`src/rtl/mem_port_arbiter.sv`:
```
// mem_port_arbiter: round-robin fetch/data arbiter in front of one shared single-port RAM.
// Define MEM_ARB_CLEAR_EN to zero the whole RAM after reset before accepting requests.
module mem_port_arbiter #(
  parameter int WIDTH = 32,
  parameter int DEPTH = 1024,
  localparam int AW = $clog2(DEPTH)
) (
  input  logic             clock,
  input  logic             reset_n,
  output logic             ready,
  input  logic             i_req,
  input  logic [AW-1:0]    i_addr,
  output logic             i_gnt,
  output logic             i_rvalid,
  output logic [WIDTH-1:0] i_rdata,
  input  logic             d_req,
  input  logic             d_we,
  input  logic [AW-1:0]    d_addr,
  input  logic [WIDTH-1:0] d_wdata,
  output logic             d_gnt,
  output logic             d_rvalid,
  output logic [WIDTH-1:0] d_rdata,
  output logic             mem_we,
  output logic [AW-1:0]    mem_addr,
  output logic [WIDTH-1:0] mem_wdata,
  input  logic [WIDTH-1:0] mem_rdata
);
  logic last;
  logic ready_next;
  logic clearing;
  logic [AW-1:0] clr_addr;
  // last = 1 means data won most recently, so fetch wins the next conflict
  assign i_gnt = ready & i_req & (~d_req | last);
  assign d_gnt = ready & d_req & (~i_req | ~last);
`ifdef MEM_ARB_CLEAR_EN
  typedef enum logic {CLEAR, RUN} state_t;
  state_t state, state_next;
  logic [AW-1:0] cnt, cnt_next;
  always_ff @(posedge clock or negedge reset_n)
    if (!reset_n) begin
      state <= CLEAR;
      cnt <= '0;
    end else begin
      state <= state_next;
      cnt <= cnt_next;
    end
  always_comb begin
    state_next = state;
    cnt_next = cnt;
    if (state == CLEAR) begin
      cnt_next = cnt + 1'b1;
      state_next = (cnt == AW'(DEPTH - 1)) ? RUN : CLEAR;
    end
  end
  // the reset gate keeps mem_we low while reset_n is held
  assign clearing = reset_n & (state == CLEAR);
  assign clr_addr = cnt;
  assign ready_next = (state_next == RUN);
`else
  assign clearing = 1'b0;
  assign clr_addr = '0;
  assign ready_next = 1'b1;
`endif
  assign mem_we = clearing | (d_gnt & d_we);
  assign mem_addr = clearing ? clr_addr : i_gnt ? i_addr : d_gnt ? d_addr : '0;
  assign mem_wdata = d_gnt ? d_wdata : '0;
  always_ff @(posedge clock or negedge reset_n)
    if (!reset_n) begin
      ready <= 1'b0;
      last <= 1'b1;
      i_rvalid <= 1'b0;
      d_rvalid <= 1'b0;
      i_rdata <= '0;
      d_rdata <= '0;
    end else begin
      ready <= ready_next;
      if (i_gnt | d_gnt) last <= d_gnt;
      i_rvalid <= i_gnt;
      d_rvalid <= d_gnt & ~d_we;
      if (i_gnt) i_rdata <= mem_rdata;
      if (d_gnt & ~d_we) d_rdata <= mem_rdata;
    end
endmodule
```
`config.mk`:
```
export PLATFORM = sky130hd
export DESIGN_NAME = mem_port_arbiter
export DESIGN_NICKNAME = d
export VERILOG_FILES = /design/src/rtl/mem_port_arbiter.sv
export SDC_FILE = /design/constraint.sdc
export NUM_CORES = 1
export LEC_CHECK = 0
export CORE_MARGIN = 2
export CORE_UTILIZATION = 31
export CTS_CLUSTER_SIZE = 12
export DETAILED_ROUTE_END_ITERATION = 8
export DONT_BUFFER_PORTS = 1
export PLACE_DENSITY = 0.44
export SLEW_MARGIN = 20
export SYNTH_ARGS = -nofsm -noshare
export SYNTH_HDL_FRONTEND = slang
export SYNTH_SLANG_ARGS = --single-unit
```
`constraint.sdc`:
```
create_clock -name clock -period 3.6 [get_ports clock]
set_clock_uncertainty 0.15 [all_clocks]
set_input_delay 0.72 -clock clock [delete_from_list [all_inputs] [get_ports clock]]
set_output_delay 0.72 -clock clock [all_outputs]
set_load 0.01 [all_outputs]
```
Word-level counts from Yosys, hierarchy flattened. Cells that the tools add are included.

Bits in registers: 68. Input port bits: 89.

Mux-type cells: 3. Bitwise operators: 13.

Operators by type and width (count): 2-to-1 mux 32 bit (1); 2-to-1 mux 10 bit (2); AND 1 bit (6); NOT 1 bit (4); bitwise OR 1 bit (3).

Depth between registers and ports, before layout. Gate-level depths: netlist (run 1).

Depth in word-level cells: 5. Mapped depth: 4. Depth with buffers taken out: 3.

Worst setup path before layout (run 1). OpenSTA, ideal clock, no wires.

Path kind: input-to-output. Start point: in i_req. End point: out mem_addr[0]. Arrival: 1.472 ns. Path slack: 1.258 ns. Stages on the path: 4. Buffers on the path: 1. Cells stage by stage: nand2_1 -> a21oi_4 -> buf_2 -> a22o_1.

RTL lines: from (decl) (RTL line 11) `input logic i_req,`; AND 1 bit (2 in series) (RTL line 33) `assign i_gnt = ready & i_req & (~d_req | last);`; named net i_gnt (RTL line 13) `output logic i_gnt,`; 2-to-1 mux 10 bit (RTL line 65) `assign mem_addr = clearing ? clr_addr : i_gnt ? i_addr : d_gnt ? d_addr : '0;`; to (decl) (RTL line 24) `output logic [AW-1:0] mem_addr,`.

The timed path passes the listed nets, and every way through them passes these cells.

Worst setup path after layout (run 1).
Start point: reg last. End point: out i_gnt.

Cells in the longest elaborated chain, start to end: 2.

Ends and longest elaborated chain: from (decl) (RTL line 28) `logic last;`; from (signal assigned) (RTL line 77) `if (i_gnt | d_gnt) last <= d_gnt;`; bitwise OR 1 bit (RTL line 33); AND 1 bit (RTL line 33); to (decl) (RTL line 13).

No other way between the ends.

==> impl_metrics.env, run 1 <==
export IMPL_status="finished clean"
export IMPL_clock_root_buffer="clkbuf_8"
export IMPL_min_period_ns=2.95
export IMPL_r2r_setup_slack_ns=1.20
export IMPL_netlist_area_mm2=0.00288
export IMPL_max_freq_mhz=339
export IMPL_synth_edf_count=0
export IMPL_synth_compound_area_share_pct=4.78
export IMPL_ys_seq_elements=68
export IMPL_crit_type="register to output pin"
export IMPL_r2r_end="i_rdata[14]"
export IMPL_grt_pass1_wl_um=10400
export IMPL_drc=0
export IMPL_cp_required_ns=2.73
export IMPL_irDropWorstVdd_mv=0.196
export IMPL_grt_max_degree=68
export IMPL_synth_common_cells="dfrtp_1, mux2_2, and2_1"
export IMPL_place_gp_congestion=0.745
export IMPL_finalSetupViolations=0
export IMPL_core_mm2=0.00911
export IMPL_finalNetCount=289
export IMPL_portBuffers=0
export IMPL_yosys_area_top_type="dfrtp_1"
export IMPL_grtUsageTotal_pct=14.2
export IMPL_slew_headroom_pct=45.2
export IMPL_drtAntennaViolNets=0
export IMPL_clk_pin_slew_ns=0.07
export IMPL_swShare_pct=29.6
export IMPL_p_seq_share_pct=54.9
export IMPL_hold_violations=0
export IMPL_crit_path_end_kind="output pin"
export IMPL_dp_hpwl_um=5620
export IMPL_synth_cell_types=16
export IMPL_antenna_found_initial=3
export IMPL_syn_inst=195
export IMPL_layout_setup_ws_ns=0.646
export IMPL_synth_warning_count=0
export IMPL_yosys_most_used_dff="dfrtp_1"
export IMPL_grt_pass1_vias=1754
export IMPL_vias=1662
export IMPL_yosys_top_cells_area="dfrtp_1, mux2_2, and2_1, a22o_1, buf_6"
export IMPL_cts_tree="yes"
export IMPL_crit_reg2reg_launch="last"
export IMPL_cp_slowest_cell="a21oi_4"
export IMPL_ys_async_sr_fraction_pct=100
export IMPL_yosys_mux_area_fraction_pct=25.1
export IMPL_worstPathMaxFanout=26
export IMPL_p_leak_uw=0.00133
export IMPL_tightestPinTransition_ns=0.820
export IMPL_yosysMostFrequentCell="dfrtp_1"
export IMPL_cp_start_kind="register"
export IMPL_seq_area_frac_synth_pct=59.2
export IMPL_p_int_uw=1480
export IMPL_hold_worst_slack_ns=0.0781
export IMPL_critPathMaxStageDelay_ns=0.66
export IMPL_htreeDepth=3
export IMPL_wl_um=7630
export IMPL_tns_ns=0
export IMPL_p_comb_share_pct=12.7
export IMPL_path_cells="inv_2 > a21oi_4 > buf_4"
export IMPL_clockBufferDepth=2
export IMPL_floorplan_initialDensity_pct=31.6
export IMPL_die_area_mm2=0.0101
export IMPL_fin_crit_sh_pct=82.1
export IMPL_switchingPower_uw=624
export IMPL_placed_cells=299
export IMPL_die_x_um=100
export IMPL_synth_top_family_by_area="multiplexers"
export IMPL_utilization_pct=35.2
export IMPL_clock_latency_ns=0.33
export IMPL_io_pins=201
export IMPL_synthToLayoutAreaGrowth_pct=11.4
export IMPL_reg2reg_depth=4
export IMPL_hp_class="input pin to asynchronous set/reset pin"
export IMPL_layout_cells_non_filler=318
export IMPL_placementRows=35
export IMPL_numCtsBuffers=9
export IMPL_cts_resized_gates=0
export IMPL_cts_setup_buffers=0
export IMPL_synthesis_nets=284
export IMPL_cap_violations=0
export IMPL_rsz0062_at_grt="false"
export IMPL_pre_cts_slack_ns=0.837
export IMPL_overflow=0
export IMPL_first_pass_iters=4
export IMPL_via_per_inst=5.23
export IMPL_cts_sinks=68
export IMPL_power_density_mw_per_mm2=658
export IMPL_avgSynthCellArea_um2=14.8
export IMPL_yosys_area_share_adder_pct=0
export IMPL_drive_gt1_share_pct=42.2
export IMPL_drt_iter0_markers=53
export IMPL_arrival_ns=2.08
export IMPL_synth_top_area_share_pct=58.3
export IMPL_chipHeight_um=100
export IMPL_synthXorXnorAreaFrac_pct=0
export IMPL_drv_slew=0
export IMPL_clkPwrFrac_pct=32.4
export IMPL_wl_per_cell_um=24.0
export IMPL_yosys_area_share_simple_pct=7.57
==> worst max-delay path, delay by kind of cell, from the launching register on <==
kind | cells | cell delay, ns
DFF | 1 | 0.61
AOI/OAI and AO/OA | 1 | 0.66
buffers and inverters | 2 | 0.48
==> layout by cell type (no fill, tap or decap), types with 2 or more instances in the layout <==
cell        instances
dfrtp_1            67
mux2_2             61
and2_1             33
a22o_1             10
clkbuf_8            9
buf_4               4
diode_2             3
nand2_1             3
mux2_1              3
bufinv_16           2
clkinvlp_4          2
==> power groups by stage <==
stage | Sequential, uW | Clock, uW | Combinational (uW)
2_1_floorplan | 1120 | 0 | 228
3_3_place_gp | 1170 | 0 | 242
3_5_place_dp | 1170 | 0 | 255
4_1_cts | 1160 | 714 | 272
5_1_grt | 1170 | 747 | 294
6_report | 1160 | 684 | 268
==> layout make-up <==
class                           instances  area, um^2
Timing Repair Buffer                    5        57.6
Inverter                                1        3.75
Antenna cell                            3        7.51
Sequential cell                        68        1700
Tap cell                              111         139
Clock buffer                            9         124
Multi-Input combinational cell        115        1080
Fill cell                             875        5910
Clock inverter                          6        88.8
==> worst max path at each step <==
| stage | startpoint | end | slack (ns) | cells after the start |
|---|---|---|---|---|
| 2_1_floorplan | i_req | mem_addr[0] | 1.26 | 4 |
| 3_3_place_gp | i_req | i_gnt | 0.88 | 3 |
| 3_5_place_dp | i_req | i_gnt | 0.84 | 3 |
| 4_1_cts | last | i_gnt | 0.60 | 3 |
| 5_1_grt | last | i_gnt | 0.51 | 3 |
| 6_report | last | i_gnt | 0.65 | 3 |
==> flip-flops by register name (all words and copies together), names as in the netlist <==
name and cells:
last 1, d_rvalid 1, i_rvalid 1, ready 1
d_rdata 32, i_rdata 32
==> kinds of logic after synthesis <==
| logic type | count (synthesis) |
|---|---|
| mux | 64 |
| simple gates | 36 |
| buf+inv | 12 |
| other cells | 1 |
| flops | 68 |
| compound gates | 14 |
==> per-layer routing <==
layer,GRT usage [%],vias up,share of wire [%]
li1,-,682,-
met1,13.6,845,32
met2,25.7,117,55
met3,5.50,18,9.6
met4,8.64,0,2.7
met5,0,-,0
==> stage by stage <==
step / power [uW] / instance area, um^2
floorplan: 1350 / 2880
global placement: 1410 / 2960
detailed placement: 1430 / 2960
CTS: 2150 / 3200
global route: 2220 / 3200
finish: 2110 / 3200
==> repair_timing <==
item | CTS | global route
endpoints found under the hold margin | 67 | 0
endpoints found under the setup margin | 0 | 0
hold buffers | 1 | 0
(Power assumes the default switching activity.)
==> run 2, diff against run 1 <==
PLACE_DENSITY = 0.45   (was 0.44)
clock period = 2.7 ns   (was 3.6 ns; I/O delays follow)
==> impl_metrics.env, run 2 (synthesized netlist as in run 1, its figures left out) <==
export IMPL_status="finished clean"
export IMPL_slew_headroom_pct=64.0
export IMPL_numCtsBuffers=9
export IMPL_cts_sinks=68
export IMPL_fin_crit_sh_pct=92.3
export IMPL_finalNetCount=291
export IMPL_min_period_ns=2.49
export IMPL_arrival_ns=1.80
export IMPL_placementRows=35
export IMPL_fillers=882
export IMPL_top_regs="d_rdata: 32 flops, i_rdata: 32 flops"
export IMPL_drv_slew=0
export IMPL_r2r_end="i_rdata[4]"
export IMPL_clock_root_buffer="clkbuf_8"
export IMPL_cap_violations=0
export IMPL_hold_violations=0
export IMPL_regArea_mm2=0.00170
export IMPL_clockBufferDepth=2
export IMPL_worstPathMaxFanout=18
export IMPL_r2r_setup_slack_ns=0.57
export IMPL_antenna_found_initial=0
export IMPL_path_cells="inv_2 > a21oi_4 > buf_4"
export IMPL_irDropWorstVdd_mv=0.375
export IMPL_utilization_pct=34.9
export IMPL_worstSetupEndpoint="i_gnt"
export IMPL_drtAntennaViolNets=0
export IMPL_critPathLaunch="last"
export IMPL_final_cell_mix="dfrtp_1, mux2_2, and2_1"
export IMPL_via_per_inst=5.14
export IMPL_vias=1636
export IMPL_portBuffers=0
export IMPL_finalSetupViolations=0
export IMPL_critPathMaxStageDelay_ns=0.60
export IMPL_dp_hpwl_um=5500
export IMPL_grtUsageTotal_pct=13.6
export IMPL_floorplan_initialDensity_pct=31.6
export IMPL_tns_ns=0
export IMPL_min_path_cells=1
export IMPL_drt_iter0_markers=58
export IMPL_wl_per_cell_um=22.8
export IMPL_grt_max_degree=69
export IMPL_io_pins=201
export IMPL_core_mm2=0.00911
export IMPL_hp_class="input pin to register"
export IMPL_clock_latency_ns=0.33
export IMPL_cp_start_kind="register"
export IMPL_crit_reg2reg_launch="last"
export IMPL_crit_path_end_kind="output pin"
export IMPL_max_freq_mhz=401
export IMPL_multiInputGateArea_mm2=0.00108
export IMPL_drive_gt1_share_pct=41.5
export IMPL_first_pass_iters=4
export IMPL_cp_required_ns=2.01
export IMPL_layout_commonest_cell="dfrtp_1"
export IMPL_htreeDepth=3
export IMPL_die_x_um=100
export IMPL_die_area_mm2=0.0101
export IMPL_power_density_mw_per_mm2=836
export IMPL_synthToLayoutAreaGrowth_pct=10.6
export IMPL_clk_pin_slew_ns=0.07
export IMPL_p_leak_uw=0.00133
export IMPL_reg2reg_depth=4
export IMPL_diodes=0
export IMPL_crit_type="register to output pin"
export IMPL_tightestPinTransition_ns=0.539
export IMPL_wl_um=7260
export IMPL_cts_resized_gates=0
export IMPL_rsz0062_at_grt="false"
export IMPL_chipHeight_um=100
export IMPL_cp_slowest_cell="dfstp_2"
export IMPL_grt_pass1_wl_um=10000
export IMPL_place_gp_congestion=0.763
export IMPL_drc=0
export IMPL_overflow=0
export IMPL_grt_pass1_vias=1781
export IMPL_cts_tree="yes"
## run 2: changes by cell type in the layout (fill, tap and decap cells not counted), sizes merged
| cell | change |
|---|---|
| clkinvlp | -1 |
| clkinv | +1 |
| buf | +1 |
| inv | -1 |
| bufinv | -2 |
| diode | -3 |
| dlygate4sd3 | +1 |
| clkbuf | +4 |
## run 2: worst min-delay path by stage
| stage | slack [ns] | end | from |
|---|---|---|---|
| CTS | 0.17 | i_rdata[7] | mem_rdata[7] |
| global route | 0.17 | i_rdata[7] | mem_rdata[7] |
| floorplan | 0.09 | d_rdata[0] | reset_n |
| detailed placement | 0.1 | d_rdata[6] | reset_n |
| finish | 0.19 | i_rdata[7] | mem_rdata[7] |
| global placement | 0.1 | d_rdata[7] | reset_n |
## run 2: critical path, delay by kind of cell, from the launching register on
kind | cells | cell delay (ns)
flip-flops | 1 | 0.60
AO/OA/AOI/OAI | 1 | 0.46
buffers and inverters | 2 | 0.40
## run 2: cell type report
type	instances	area share [%]
sequential	68	53.5
tap	111	4.37
clock inverter	3	0.669
inverter	1	0.118
timing repair buffer	7	2.36
multi-input combinational	115	33.9
clock buffer	13	5.00
## run 2: report_power, final
group / total [uW] / internal, uW / switching, uW
sequential: 1540 / 1250 / 290
clock: 750 / 385 / 366
combinational: 362 / 210 / 152
total: 2660 / 1850 / 808
## run 2: stage by stage
step                      power [uW]  hold WS (ns)  cell area [um^2]  std cells  setup WS (ns)
final                           2660         0.190              3180        318          0.207
after detailed placement        1910        0.0960              2960        300          0.543
after global placement          1890        0.0962              2960        300          0.572
after floorplan                 1800        0.0944              2880        195          0.695
after global routing            2800         0.170              3180        318         0.0965
after CTS                       2710         0.169              3180        318          0.166
## run 2: layer usage
metal / vias to the layer above / track usage (%) / share of wire, % / routed length (um)
met1: 819 / 13.3 / 33 / 2380
met2: 120 / 24.6 / 54 / 3930
li1: 689 / - / - / -
met4: 0 / 4.11 / 1.0 / 73
met3: 8 / 7.10 / 12 / 868
met5: - / 0 / 0 / 0
## run 2: what timing repair did
action / 4_1_cts / 5_1_grt
hold endpoints to repair: 68 / 0
buffers inserted: 0 / 0
hold buffers: 2 / 0
==> run 3, diff against run 2 <==
CORE_MARGIN = 4   (was 2)
==> impl_metrics.env, run 3 (synthesized netlist as in run 1, its figures left out) <==
export IMPL_status="finished clean"
export IMPL_finalNetCount=290
export IMPL_reg2reg_depth=4
export IMPL_rsz0062_at_grt="false"
export IMPL_grtUsageMet3_pct=7.88
export IMPL_clock_latency_ns=0.32
export IMPL_stdcell_area_mm2=0.00321
export IMPL_grt_max_degree=69
export IMPL_chipHeight_um=104
export IMPL_numCtsBuffers=9
export IMPL_crit_type="register to output pin"
export IMPL_via_per_inst=5.26
export IMPL_grt_use_met2_pct=25.3
export IMPL_final_cell_mix="dfrtp_1, mux2_2, and2_1"
export IMPL_cts_resized_gates=0
export IMPL_hold_worst_slack_ns=0.192
export IMPL_grt_pass1_wl_um=11700
export IMPL_clock_root_buffer="clkbuf_8"
export IMPL_synthToLayoutAreaGrowth_pct=11.4
export IMPL_slew_headroom_pct=64.5
export IMPL_min_period_ns=2.47
export IMPL_tns_ns=0
export IMPL_max_freq_mhz=405
export IMPL_fillers=853
export IMPL_vias=1653
export IMPL_die_area_mm2=0.0109
export IMPL_hp_class="input pin to register"
export IMPL_drc=0
export IMPL_wl_um=7690
export IMPL_io_pins=201
export IMPL_tightestPinTransition_ns=0.531
export IMPL_clockBufferDepth=2
export IMPL_drive_gt1_share_pct=41.7
export IMPL_layout_commonest_cell="dfrtp_1"
export IMPL_r2r_setup_slack_ns=0.57
export IMPL_drt_iter0_markers=78
export IMPL_r2r_end="i_rdata[8]"
export IMPL_placementRows=34
export IMPL_p_leak_uw=0.00135
export IMPL_wl_per_cell_um=24.5
export IMPL_diodes=0
export IMPL_overflow=0
export IMPL_top_regs="d_rdata: 32 flops, i_rdata: 32 flops"
export IMPL_place_area_mm2=0.00295
export IMPL_cts_sinks=68
export IMPL_drtAntennaViolNets=0
export IMPL_grt_pass1_vias=1916
export IMPL_use_met1_pct=12.6
export IMPL_drv_slew=0
export IMPL_htreeDepth=3
export IMPL_dp_hpwl_um=5920
export IMPL_grt_most_used_layer="met2"
export IMPL_floorplan_initialDensity_pct=32.4
export IMPL_clk_pin_slew_ns=0.07
export IMPL_crit_reg2reg_launch="last"
export IMPL_critPathLaunch="last"
export IMPL_first_pass_iters=2
export IMPL_hold_violations=0
export IMPL_antenna_found_initial=0
export IMPL_place_gp_congestion=0.863
export IMPL_crit_path_end_kind="output pin"
export IMPL_fin_crit_sh_pct=91.4
export IMPL_worstSetupEndpoint="mem_addr[9]"
export IMPL_grtUsageTotal_pct=13.9
export IMPL_power_density_mw_per_mm2=877
export IMPL_portBuffers=0
export IMPL_arrival_ns=1.78
export IMPL_cp_required_ns=2.01
export IMPL_worstPathMaxFanout=18
export IMPL_irDropWorstVdd_mv=0.314
export IMPL_finalSetupViolations=0
export IMPL_die_x_um=104
export IMPL_cts_tree="yes"
export IMPL_core_mm2=0.00889
export IMPL_cp_start_kind="register"
export IMPL_cap_violations=0
[run 3: through the flow]
stage          util (%)  power, uW  setup WS (ns)  cells
3_5_place_dp       33.2       1920          0.546    296
2_1_floorplan         -       1800          0.695    195
4_1_cts            36.1       2870          0.170    314
3_3_place_gp       33.2       1890          0.600    296
5_1_grt            36.1       2970          0.110    314
6_report           36.1       2810          0.232    314
[run 3: where the power goes]
part	leakage [uW]	switching, uW	total [uW]	internal, uW
logic	0.000431	152	361	209
registers	0.000805	294	1550	1260
clock network	0.000113	360	901	541
total	0.00135	806	2810	2000
[run 3: what timing repair did]
action,CTS,global route
hold endpoints to repair,68,0
buffers inserted,0,0
hold buffers,2,0
[run 3: area by class of cell]
cell class	instances	area (um^2)	share of cell area, %
multi-input cells	115	1080	33.7
repair buffers	6	67.6	2.11
flip-flops and latches	68	1700	53.1
well taps	108	135	4.22
clock inverters	5	75.1	2.34
clock buffers	11	141	4.41
inverters	1	3.75	0.117
[run 3: worst min path at each step]
stage             startpoint     endpoint  slack [ns]  depth (start not counted)
2_1_floorplan        reset_n   d_rdata[0]        0.09                          0
3_3_place_gp         reset_n  d_rdata[10]         0.1                          0
3_5_place_dp         reset_n  d_rdata[10]         0.1                          0
4_1_cts        mem_rdata[19]  d_rdata[19]        0.17                          1
5_1_grt         mem_rdata[8]   d_rdata[8]        0.17                          1
6_report       mem_rdata[19]  d_rdata[19]        0.19                          1
[run 3: metal layers]
metal	routed length, um	vias to the layer above	part of all wire (%)
met5	0	-	0
met4	180	0	2.3
li1	-	684	-
met3	989	12	13
met1	2340	835	30
met2	4180	122	54
[run 3: worst max-delay path, cell delays in order (launching register included)]
cell and delay (ns):
dfstp_2 0.60, inv_2 0.06, a21oi_4 0.46, a22o_1 0.33
